==> src/rtl/dot_acc_pkg.sv <==
// Shared types and width helpers for the streaming dot-product accumulator.
// stage_t is sized from the default configuration.
package dot_acc_pkg;

    function automatic int acc_size(input int in_0, input int in_1, input int lanes, input int depth);
        return in_0 + in_1 + $clog2(lanes) + $clog2(depth);
    endfunction

    function automatic int cnt_size(input int depth);
        return $clog2(depth + 1);
    endfunction

    localparam int DEF_IN_SIZE_0     = 4;
    localparam int DEF_IN_SIZE_1     = 8;
    localparam int DEF_ARRAY_SIZE    = 8;
    localparam int DEF_ACC_DEPTH_MAX = 16;
    localparam int DEF_ACC_SIZE      = acc_size(DEF_IN_SIZE_0, DEF_IN_SIZE_1, DEF_ARRAY_SIZE, DEF_ACC_DEPTH_MAX);
    localparam int DEF_CNT_SIZE      = cnt_size(DEF_ACC_DEPTH_MAX);

    typedef enum logic [0:0] {
        IDLE  = 1'b0,
        ACCUM = 1'b1
    } state_e;

    typedef struct packed {
        logic                    valid;
        logic                    last;
        logic                    trunc;
        logic [DEF_CNT_SIZE-1:0] count;
        logic [DEF_ACC_SIZE-1:0] sum;
    } stage_t;

endpackage

==> src/rtl/dot_acc_tree.sv <==
// Registered lane products (S1) feeding a balanced adder tree whose sum is registered in S2.
// Beat metadata travels alongside so the accumulator stage knows when a transaction closes.
module dot_acc_tree
    import dot_acc_pkg::*;
#(
    parameter int IN_SIZE_0  = DEF_IN_SIZE_0,
    parameter int IN_SIZE_1  = DEF_IN_SIZE_1,
    parameter int ARRAY_SIZE = DEF_ARRAY_SIZE,
    parameter int ACC_SIZE   = DEF_ACC_SIZE,
    parameter int CNT_SIZE   = DEF_CNT_SIZE
) (
    input  logic                                i_clk,
    input  logic                                i_rst,
    input  logic                                i_stall,
    input  logic                                i_valid,
    input  logic                                i_last,
    input  logic                                i_trunc,
    input  logic [CNT_SIZE-1:0]                 i_count,
    input  logic                                i_signed,
    input  logic [ARRAY_SIZE-1:0][IN_SIZE_0-1:0] i_in_0,
    input  logic [ARRAY_SIZE-1:0][IN_SIZE_1-1:0] i_in_1,
    output stage_t                              o_s2
);

    logic [ACC_SIZE-1:0] w_prod [ARRAY_SIZE];
    logic [ACC_SIZE-1:0] r_prod [ARRAY_SIZE];
    logic                r_s1_valid;
    logic                r_s1_last;
    logic                r_s1_trunc;
    logic [CNT_SIZE-1:0] r_s1_count;
    logic [ACC_SIZE-1:0] w_tree_sum;
    stage_t              r_s2;

    // Extending both operands to the full result width lets one modular multiply serve both modes.
    for (genvar g = 0; g < ARRAY_SIZE; g++) begin : g_lane
        logic [ACC_SIZE-1:0] w_ext_0;
        logic [ACC_SIZE-1:0] w_ext_1;
        assign w_ext_0   = {{(ACC_SIZE-IN_SIZE_0){i_signed & i_in_0[g][IN_SIZE_0-1]}}, i_in_0[g]};
        assign w_ext_1   = {{(ACC_SIZE-IN_SIZE_1){i_signed & i_in_1[g][IN_SIZE_1-1]}}, i_in_1[g]};
        assign w_prod[g] = w_ext_0 * w_ext_1;
    end

    always_ff @(posedge i_clk) begin
        if (i_rst) begin
            r_s1_valid <= 1'b0;
            r_s1_last  <= 1'b0;
            r_s1_trunc <= 1'b0;
            r_s1_count <= '0;
            for (int i = 0; i < ARRAY_SIZE; i++) r_prod[i] <= '0;
        end else if (!i_stall) begin
            r_s1_valid <= i_valid;
            r_s1_last  <= i_last;
            r_s1_trunc <= i_trunc;
            r_s1_count <= i_count;
            for (int i = 0; i < ARRAY_SIZE; i++) r_prod[i] <= w_prod[i];
        end
    end

    // Heap-indexed tree: leaves at ARRAY_SIZE..2*ARRAY_SIZE-1, root at 1; valid for any lane count.
    always_comb begin : tree
        logic [ACC_SIZE-1:0] node [1:2*ARRAY_SIZE-1];
        for (int i = 1; i < 2*ARRAY_SIZE; i++) node[i] = '0;
        for (int i = 0; i < ARRAY_SIZE; i++) node[ARRAY_SIZE+i] = r_prod[i];
        for (int i = ARRAY_SIZE-1; i >= 1; i--) node[i] = node[2*i] + node[2*i+1];
        w_tree_sum = node[1];
    end

    always_ff @(posedge i_clk) begin
        if (i_rst) begin
            r_s2 <= '0;
        end else if (!i_stall) begin
            r_s2.valid <= r_s1_valid;
            r_s2.last  <= r_s1_last;
            r_s2.trunc <= r_s1_trunc;
            r_s2.count <= r_s1_count;
            r_s2.sum   <= w_tree_sum;
        end
    end

    assign o_s2 = r_s2;

endmodule

==> src/rtl/dot_acc_engine.sv <==
// Streaming dot-product accumulator: handshake, transaction FSM, beat counter, accumulator
// and backpressured result register around the product/adder-tree pipeline.
//
//   state | meaning
//   IDLE  | next accepted beat opens a transaction and samples the mode
//   ACCUM | transaction open, at least one non-closing beat accepted
module dot_acc_engine
    import dot_acc_pkg::*;
#(
    parameter int  IN_SIZE_0     = DEF_IN_SIZE_0,
    parameter int  IN_SIZE_1     = DEF_IN_SIZE_1,
    parameter int  ARRAY_SIZE    = DEF_ARRAY_SIZE,
    parameter int  ACC_DEPTH_MAX = DEF_ACC_DEPTH_MAX,
    localparam int ACC_SIZE      = acc_size(IN_SIZE_0, IN_SIZE_1, ARRAY_SIZE, ACC_DEPTH_MAX),
    localparam int CNT_SIZE      = cnt_size(ACC_DEPTH_MAX)
) (
    input  logic                                 clk_i,
    input  logic                                 rst_i,
    input  logic                                 in_valid_i,
    output logic                                 in_ready_o,
    input  logic [ARRAY_SIZE-1:0][IN_SIZE_0-1:0] in_0_i,
    input  logic [ARRAY_SIZE-1:0][IN_SIZE_1-1:0] in_1_i,
    input  logic                                 in_last_i,
    input  logic                                 signed_i,
    output logic                                 out_valid_o,
    input  logic                                 out_ready_i,
    output logic [ACC_SIZE-1:0]                  out_data_o,
    output logic [CNT_SIZE-1:0]                  out_count_o,
    output logic                                 out_trunc_o
);

    logic                w_stall;
    logic                w_accept;
    logic [CNT_SIZE-1:0] w_beat_cnt;
    logic                w_at_depth;
    logic                w_close;
    logic                w_trunc;
    logic                w_mode;
    state_e              r_state;
    state_e              w_state_nxt;
    logic [CNT_SIZE-1:0] r_cnt;
    logic                r_mode;
    stage_t              w_s2;
    logic [ACC_SIZE-1:0] r_acc;
    logic [ACC_SIZE-1:0] w_acc_sum;
    logic                r_out_valid;
    logic [ACC_SIZE-1:0] r_out_data;
    logic [CNT_SIZE-1:0] r_out_count;
    logic                r_out_trunc;

    assign w_stall    = r_out_valid & ~out_ready_i;
    assign in_ready_o = ~w_stall;
    assign w_accept   = in_valid_i & ~w_stall;
    assign w_beat_cnt = r_cnt + CNT_SIZE'(1);
    assign w_at_depth = (w_beat_cnt == CNT_SIZE'(ACC_DEPTH_MAX));
    assign w_close    = in_last_i | w_at_depth;
    assign w_trunc    = ~in_last_i & w_at_depth;

    always_ff @(posedge clk_i) begin
        if (rst_i) r_state <= IDLE;
        else       r_state <= w_state_nxt;
    end

    always_comb begin
        w_state_nxt = r_state;
        if (w_accept) begin
            case (r_state)
                IDLE:    if (!w_close) w_state_nxt = ACCUM;
                ACCUM:   if (w_close)  w_state_nxt = IDLE;
                default: w_state_nxt = IDLE;
            endcase
        end
    end

    always_comb begin
        w_mode = r_mode;
        if (r_state == IDLE) w_mode = signed_i;
    end

    always_ff @(posedge clk_i) begin
        if (rst_i) begin
            r_cnt  <= '0;
            r_mode <= 1'b0;
        end else if (w_accept) begin
            r_cnt  <= w_close ? '0 : w_beat_cnt;
            r_mode <= w_mode;
        end
    end

    dot_acc_tree #(
        .IN_SIZE_0  (IN_SIZE_0),
        .IN_SIZE_1  (IN_SIZE_1),
        .ARRAY_SIZE (ARRAY_SIZE),
        .ACC_SIZE   (ACC_SIZE),
        .CNT_SIZE   (CNT_SIZE)
    ) u_tree (
        .i_clk    (clk_i),
        .i_rst    (rst_i),
        .i_stall  (w_stall),
        .i_valid  (w_accept),
        .i_last   (w_close),
        .i_trunc  (w_trunc),
        .i_count  (w_beat_cnt),
        .i_signed (w_mode),
        .i_in_0   (in_0_i),
        .i_in_1   (in_1_i),
        .o_s2     (w_s2)
    );

    assign w_acc_sum = r_acc + w_s2.sum;

    // A closing beat overwrites the output even while the old result is being consumed.
    always_ff @(posedge clk_i) begin
        if (rst_i) begin
            r_acc       <= '0;
            r_out_valid <= 1'b0;
            r_out_data  <= '0;
            r_out_count <= '0;
            r_out_trunc <= 1'b0;
        end else if (!w_stall) begin
            if (w_s2.valid && w_s2.last) begin
                r_out_data  <= w_acc_sum;
                r_out_count <= w_s2.count;
                r_out_trunc <= w_s2.trunc;
                r_out_valid <= 1'b1;
                r_acc       <= '0;
            end else begin
                if (w_s2.valid) r_acc <= w_acc_sum;
                r_out_valid <= 1'b0;
            end
        end
    end

    assign out_valid_o = r_out_valid;
    assign out_data_o  = r_out_data;
    assign out_count_o = r_out_count;
    assign out_trunc_o = r_out_trunc;

endmodule
==> config.mk <==
export PLATFORM = sky130hd
export DESIGN_NAME = dot_acc_engine
export DESIGN_NICKNAME = d
export VERILOG_FILES = /design/src/rtl/dot_acc_pkg.sv /design/src/rtl/dot_acc_tree.sv /design/src/rtl/dot_acc_engine.sv
export SDC_FILE = /design/constraint.sdc
export NUM_CORES = 1
export LEC_CHECK = 0
export CAP_MARGIN = 10
export CORE_MARGIN = 2
export CORE_UTILIZATION = 40
export CTS_BUF_LIST = sky130_fd_sc_hd__clkbuf_4 sky130_fd_sc_hd__clkbuf_8
export DETAILED_ROUTE_END_ITERATION = 7
export PLACE_DENSITY_LB_ADDON = 0.05
export SETUP_SLACK_MARGIN = 0.4
export SLEW_MARGIN = 20
export SYNTH_ARGS = -nofsm -noshare
export SYNTH_HDL_FRONTEND = slang
export SYNTH_SLANG_ARGS = --single-unit
==> constraint.sdc <==
create_clock -name clk_i -period 7.7 [get_ports clk_i]
set_clock_uncertainty 0.1 [all_clocks]
set_input_delay 0.77 -clock clk_i [delete_from_list [all_inputs] [get_ports clk_i]]
set_output_delay 0.77 -clock clk_i [all_outputs]
set_load 0.01 [all_outputs]
# [Word level (Yosys, flattened, before mapping)]
# Memory sizes are Yosys's and may differ from the RTL's.
# Cells that the tools add are included.
[op_classes] n_reduce_logical=4 n_eq_ne=1 n_mux=19 multipliers=8 n_bitwise=31 n_addsub=9
[op_table] cell="2-to-1 mux 19 bit" n=10
[op_table] cell="adder 19 bit" n=8
[op_table] cell="multiplier 5 x 9 -> 14 bit" n=8
[op_table] cell="AND 1 bit" n=19
[op_table] cell="bitwise OR 1 bit" n=9
[op_table] cell="2-to-1 mux 1 bit" n=8
[op_table] cell="adder 5 x 1 -> 5 bit, second input constant" n=1
[op_table] cell="== test 5 bit, second input constant" n=1
[op_table] cell="2-to-1 mux 5 bit" n=1
[op_table] cell="AND reduction 2 bit" n=2
[op_table] cell="NOT 1 bit" n=3
[op_table] cell="nonzero test 2 bit" n=1
[op_table] cell="logical AND 1 bit" n=1
[word_totals] output_inout_bits=27 in_bits=102 memories=1 reg_bits=87 ramBits=152 wordCells=90
[memory_table] memory="u_tree.r_prod" depth=8 word_bits=19 rd=8 rd_ports_with_merged_regs=0 wr=8 line="dot_acc_tree.sv:26" text="logic [ACC_SIZE-1:0] r_prod [ARRAY_SIZE];"

# [Longest topological paths before layout]
[logic_depth] ltp_word=6 depth_mapped=17 depth_no_buf=17

# [By module]
# A second synthesis with hierarchy kept.
[unflattened] hier_cells=2689 hier_area_um2=24464.7
[by_module_without_submodules] mod="dot_acc_tree" n_inst=1 cells_each=2292 area_each_um2=21252.9 seq_area_each_um2=4063.9
[by_module_without_submodules] mod="dot_acc_engine" n_inst=1 cells_each=397 area_each_um2=3211.8 seq_area_each_um2=1041.0

# [Least setup slack after synthesis]
# Ideal clock, no wire load.
[synth_timing] path_kind="input -> register" startpoint="in signed_i" endpoint="mem u_tree.r_prod[1][50] (netlist name), data pin" cell_stages=16 setup_slack_ps=2517 setup_ps=266 required_time_ps=7334 n_path_buf=1 arrival_ps=4817 path_cell_list="mux2_2 clkbuf_1 nand2_1 or2_2 fa_1 fa_1 fa_1 inv_1 ha_1 a21o_1 a21o_1 a2111oi_0 nor3_1 o41ai_1 xor2_1 nor2_1"
[synth_lines] item="start, declared" line="dot_acc_engine.sv:24" text="input logic signed_i,"
[synth_lines] item="end, declared" line="dot_acc_tree.sv:26"

==> flow_results.xml <==
<?xml version="1.0" encoding="UTF-8"?>
<metrics>
  <group name="floorplanning">
    <metric name="rows" unit="">89</metric>
    <metric name="initial_standard_cell_utilization_of_the_core" unit="%">40.5</metric>
    <metric name="dieHeight" unit="um">249</metric>
    <metric name="die_width" unit="um">249</metric>
    <metric name="die_area" unit="sq um">61800</metric>
    <metric name="ioPinCount" unit="">129</metric>
    <metric name="core_region_area" unit="sq um">59100</metric>
  </group>
  <group name="synth">
    <metric name="synth_edf_count" unit="">112</metric>
    <metric name="netlist_top_cells_area" unit="">sky130_fd_sc_hd__fa_1 (27%), sky130_fd_sc_hd__edfxtp_1 (14%), sky130_fd_sc_hd__ha_1 (12%)</metric>
    <metric name="yosys.area.top_type" unit="">sky130_fd_sc_hd__fa_1</metric>
    <metric name="postSynthAreaPerCell" unit="sq um">9.07</metric>
    <metric name="synthesized_flop_and_latch_total" unit="">199</metric>
    <metric name="mappedNetlistNets" unit="">3285</metric>
    <metric name="synth_async_sr_flop_share" unit="%">0</metric>
    <metric name="synthesis.instances" unit="">2639</metric>
    <metric name="most_instantiated_flip_flop_cell_in_the_synthesis_netlist" unit="">sky130_fd_sc_hd__edfxtp_1</metric>
    <metric name="synth_top_area_share" unit="%">26.9</metric>
    <metric name="synth_sequential_area_ratio" unit="%">21.3</metric>
    <metric name="synth_area" unit="sq um">23900</metric>
    <metric name="post_synth_num_cell_types" unit="">68</metric>
    <metric name="ys_warn_count" unit="">0</metric>
  </group>
  <group name="cells_and_area">
    <metric name="antennaDiodeCount" unit="">0</metric>
    <metric name="fill_cell_instance_count_of_the_final_layout" unit="">5867</metric>
    <metric name="nets" unit="">3383</metric>
    <metric name="post-route-util" unit="%">44.8</metric>
    <metric name="areaGrowthSynthToFinish" unit="%">10.7</metric>
    <metric name="register_area" unit="sq um">5100</metric>
    <metric name="multi_input_area" unit="sq um">16300</metric>
    <metric name="drive_gt1_share" unit="%">2.51</metric>
  </group>
  <group name="critical_path">
    <metric name="critical_path_arrival" unit="ns">5.94</metric>
    <metric name="crit_path_start_kind" unit="">input pin</metric>
    <metric name="critical_path.endpoint_type" unit="">register</metric>
    <metric name="critPathMaxFanout" unit="">27</metric>
    <metric name="timing.setup.critical_path_class" unit="">in -&gt; reg</metric>
    <metric name="worstPathRequired" unit="ns">7.82</metric>
  </group>
  <group name="clock_network">
    <metric name="insertion_delay" unit="ns">0.50</metric>
    <metric name="cts_inserted_buffers" unit="">17</metric>
    <metric name="cts.root.buffer_cell" unit="">sky130_fd_sc_hd__clkbuf_8</metric>
    <metric name="post_cts_buffers" unit="">0</metric>
    <metric name="clock_tree_buffer_depth" unit="">2</metric>
    <metric name="cts_tree" unit="">done</metric>
    <metric name="cts_repair_resize_count" unit="">0</metric>
    <metric name="tritoncts_num_sinks" unit="">199</metric>
    <metric name="cts-hold-fix-buffers" unit="">0</metric>
    <metric name="cts_max_level" unit="">4</metric>
    <metric name="clkTransAtPathRegs" unit="ns">0.10</metric>
  </group>
  <group name="flow_run">
    <metric name="maxCapViolCount" unit="">0</metric>
  </group>
  <group name="placement">
    <metric name="port-buffer-count" unit="">128</metric>
    <metric name="dp_wirelength" unit="mm">44.4</metric>
    <metric name="gpl.final_weighted_congestion" unit="">0.815</metric>
  </group>
  <group name="route">
    <metric name="remaining_design_rule_violation_count" unit="">8</metric>
    <metric name="firstDrtPassIters" unit="">8</metric>
    <metric name="first_iter_violations" unit="">727</metric>
    <metric name="routed_wirelength" unit="mm">53.4</metric>
    <metric name="detailroute.via_count" unit="">17000</metric>
    <metric name="postRouteAntennaNets" unit="">0</metric>
    <metric name="route.detailed.vias_per_inst" unit="">4.81</metric>
    <metric name="routed_wire_length_per_instance" unit="um">15.2</metric>
  </group>
  <group name="global_route">
    <metric name="grt_max_degree" unit="">71</metric>
    <metric name="antenna_found_initial" unit="">0</metric>
    <metric name="wire_length_of_the_first_global_routing_pass" unit="mm">91.0</metric>
    <metric name="globalRouteTotalUtil" unit="%">18.0</metric>
    <metric name="overflow" unit="">0</metric>
    <metric name="grt_pass1_vias" unit="">18000</metric>
  </group>
  <group name="power_and_ir_drop">
    <metric name="worst_ir_drop_vdd" unit="uV">734</metric>
    <metric name="p_leak" unit="nW">12.7</metric>
    <metric name="p_per_area" unit="nW/um^2">420</metric>
  </group>
  <group name="sta">
    <metric name="grt_setup_unrepaired" unit="">no</metric>
    <metric name="fmax_achieved" unit="MHz">172</metric>
    <metric name="final_max_slew_viol_count" unit="">0</metric>
    <metric name="final-setup-viol-count" unit="">0</metric>
    <metric name="tightest_slew" unit="ns">0.948</metric>
    <metric name="final.setup.tns" unit="ns">0</metric>
    <metric name="hold_viol_final" unit="">0</metric>
    <metric name="slew-limit-headroom" unit="%">36.8</metric>
    <metric name="finalCritPeriodShare" unit="%">75.6</metric>
    <metric name="period_minus_slack" unit="ns">5.82</metric>
  </group>
  <group name="status">
    <metric name="violations_in_the_final_reports" unit="">DRC</metric>
    <metric name="status" unit="">complete, but fails checks</metric>
  </group>
  <group name="worst_hold_path">
    <metric name="worstHoldPathType" unit="">reg -&gt; reg</metric>
  </group>
</metrics>
[logic make-up after synthesis]
kind of cell / synth area share [%]
simple gates: 16.8
fa+ha+maj: 38.5
buf+inv: 10.7
mux: 0.131
xor+xnor: 4.14
flops: 21.3
compound gates: 8.37
[worst paths after layout]
path | from | endpoint | slack, ns | cells after the start
worst max-delay path | signed_i | u_tree.r_prod[1][37] | 1.88 | 17
worst min-delay path | u_tree.o_s2[23] | u_tree.o_s2[23] | 0.36 | 2
worst max register to register | r_state | u_tree.r_prod[1][37] | 2.20 | 16
worst min register to register | u_tree.o_s2[23] | u_tree.o_s2[23] | 0.36 | 2
[cell usage in the layout (no fill, tap or decap), drive strengths merged, types with 7 or more instances in the layout]
cell,n
o41ai,11
o21bai,7
edfxtp,112
nor2,190
xnor2,68
a21oi,114
clkbuf,21
a22oi,10
a21o,34
clkdlybuf4s50,127
nand3,9
o21a,12
or2,13
ha,222
nor3b,11
nand2b,17
o211ai,7
fa,322
nor2b,26
and3,43
o21ai,68
and2,233
buf,8
dfxtp,87
or3,11
nand2,151
xor2,45
nor3,48
inv,629
a211oi,19
[state kept, by name, summed over array words and instances (netlist names), 5 cells and up]
| name | flops |
|---|---|
| out_count_o | 5 |
| out_data_o | 19 |
| r_acc | 19 |
| r_cnt | 5 |
| u_tree.o_s2 | 27 |
| u_tree.r_prod | 112 |
| u_tree.r_s1_count | 5 |
[power breakdown]
group / leakage [nW] / internal (W) / switching (W)
Combinational: 10.4 / 0.00381 / 0.00494
Clock: 0.238 / 0.000391 / 0.000398
Sequential: 2.01 / 0.00146 / 0.000123
Total: 12.7 / 0.00566 / 0.00546
[cells in the mapped netlist (4+ instances only)]
| cell type | instances |
|---|---|
| sky130_fd_sc_hd__nand3_1 | 8 |
| sky130_fd_sc_hd__edfxtp_1 | 112 |
| sky130_fd_sc_hd__xor2_1 | 45 |
| sky130_fd_sc_hd__a21oi_1 | 113 |
| sky130_fd_sc_hd__o21ai_0 | 64 |
| sky130_fd_sc_hd__buf_1 | 5 |
| sky130_fd_sc_hd__xnor2_1 | 68 |
| sky130_fd_sc_hd__ha_1 | 222 |
| sky130_fd_sc_hd__clkbuf_1 | 50 |
| sky130_fd_sc_hd__inv_1 | 622 |
| sky130_fd_sc_hd__a22oi_1 | 10 |
| sky130_fd_sc_hd__o211ai_1 | 7 |
| sky130_fd_sc_hd__and2_1 | 233 |
| sky130_fd_sc_hd__or3_1 | 10 |
| sky130_fd_sc_hd__nor2b_1 | 26 |
| sky130_fd_sc_hd__nor3_1 | 48 |
| sky130_fd_sc_hd__fa_1 | 322 |
| sky130_fd_sc_hd__a211o_1 | 6 |
| sky130_fd_sc_hd__a211oi_1 | 18 |
| sky130_fd_sc_hd__a31oi_1 | 5 |
| sky130_fd_sc_hd__a21o_1 | 34 |
| sky130_fd_sc_hd__dfxtp_1 | 87 |
| sky130_fd_sc_hd__o21a_1 | 12 |
| sky130_fd_sc_hd__and3_1 | 42 |
| sky130_fd_sc_hd__nand3b_1 | 6 |
| sky130_fd_sc_hd__o41ai_1 | 11 |
| sky130_fd_sc_hd__nor4_1 | 6 |
| sky130_fd_sc_hd__or2_2 | 13 |
| sky130_fd_sc_hd__nand2b_1 | 17 |
| sky130_fd_sc_hd__o21bai_1 | 7 |
| sky130_fd_sc_hd__nor3b_1 | 11 |
| sky130_fd_sc_hd__nor2_1 | 190 |
| sky130_fd_sc_hd__a2111oi_0 | 4 |
| sky130_fd_sc_hd__o21ai_1 | 4 |
| sky130_fd_sc_hd__nand4_1 | 5 |
| sky130_fd_sc_hd__nand2_1 | 151 |
[worst max-delay path, stage by stage]
cell	delay [ns]
sky130_fd_sc_hd__clkdlybuf4s50_1	0.46
sky130_fd_sc_hd__mux2_2	0.59
sky130_fd_sc_hd__buf_4	0.34
sky130_fd_sc_hd__nand2_1	0.27
sky130_fd_sc_hd__or2_2	0.38
sky130_fd_sc_hd__fa_1	0.40
sky130_fd_sc_hd__fa_1	0.52
sky130_fd_sc_hd__inv_1	0.05
sky130_fd_sc_hd__fa_1	0.44
sky130_fd_sc_hd__ha_1	0.31
sky130_fd_sc_hd__nor2b_1	0.15
sky130_fd_sc_hd__o21ai_0	0.21
sky130_fd_sc_hd__a21boi_0	0.18
sky130_fd_sc_hd__o211a_1	0.28
sky130_fd_sc_hd__o41ai_1	0.31
sky130_fd_sc_hd__xnor2_1	0.16
sky130_fd_sc_hd__nor2_1	0.05
[stage by stage]
stage / setup slack (ns) / hold WS [ns] / std cells / instance area, sq um / power (W)
finish: 1.88 / 0.359 / 3523 / 26500 / 0.0111
detailed placement: 1.32 / 0.346 / 3491 / 26000 / 0.0103
floorplan: 2.52 / 0.329 / 2639 / 23900 / 0.00832
CTS: 1.84 / 0.362 / 3523 / 26500 / 0.0112
global placement: 1.44 / 0.342 / 3491 / 26000 / 0.0102
global route: 1.52 / 0.373 / 3523 / 26500 / 0.0124
[area by class of cell]
cell class                 instances  share of cell area [%]
multi-input combinational       1761                    61.5
inverter                         623                    8.84
timing repair buffer             135                    5.02
sequential                       199                    19.3
clock inverter                    11                   0.685
tap                              773                    3.65
clock buffer                      21                    1.07
[layer usage]
metal | global-route usage, % | part of all wire [%] | up-vias
met4 | 3.12 | 1.2 | 0
met1 | 24.3 | 47 | 8323
met2 | 31.8 | 50 | 172
li1 | - | - | 8436
met3 | 1.85 | 1.8 | 20
met5 | 0 | 0 | -
(Power assumes the default switching activity.)
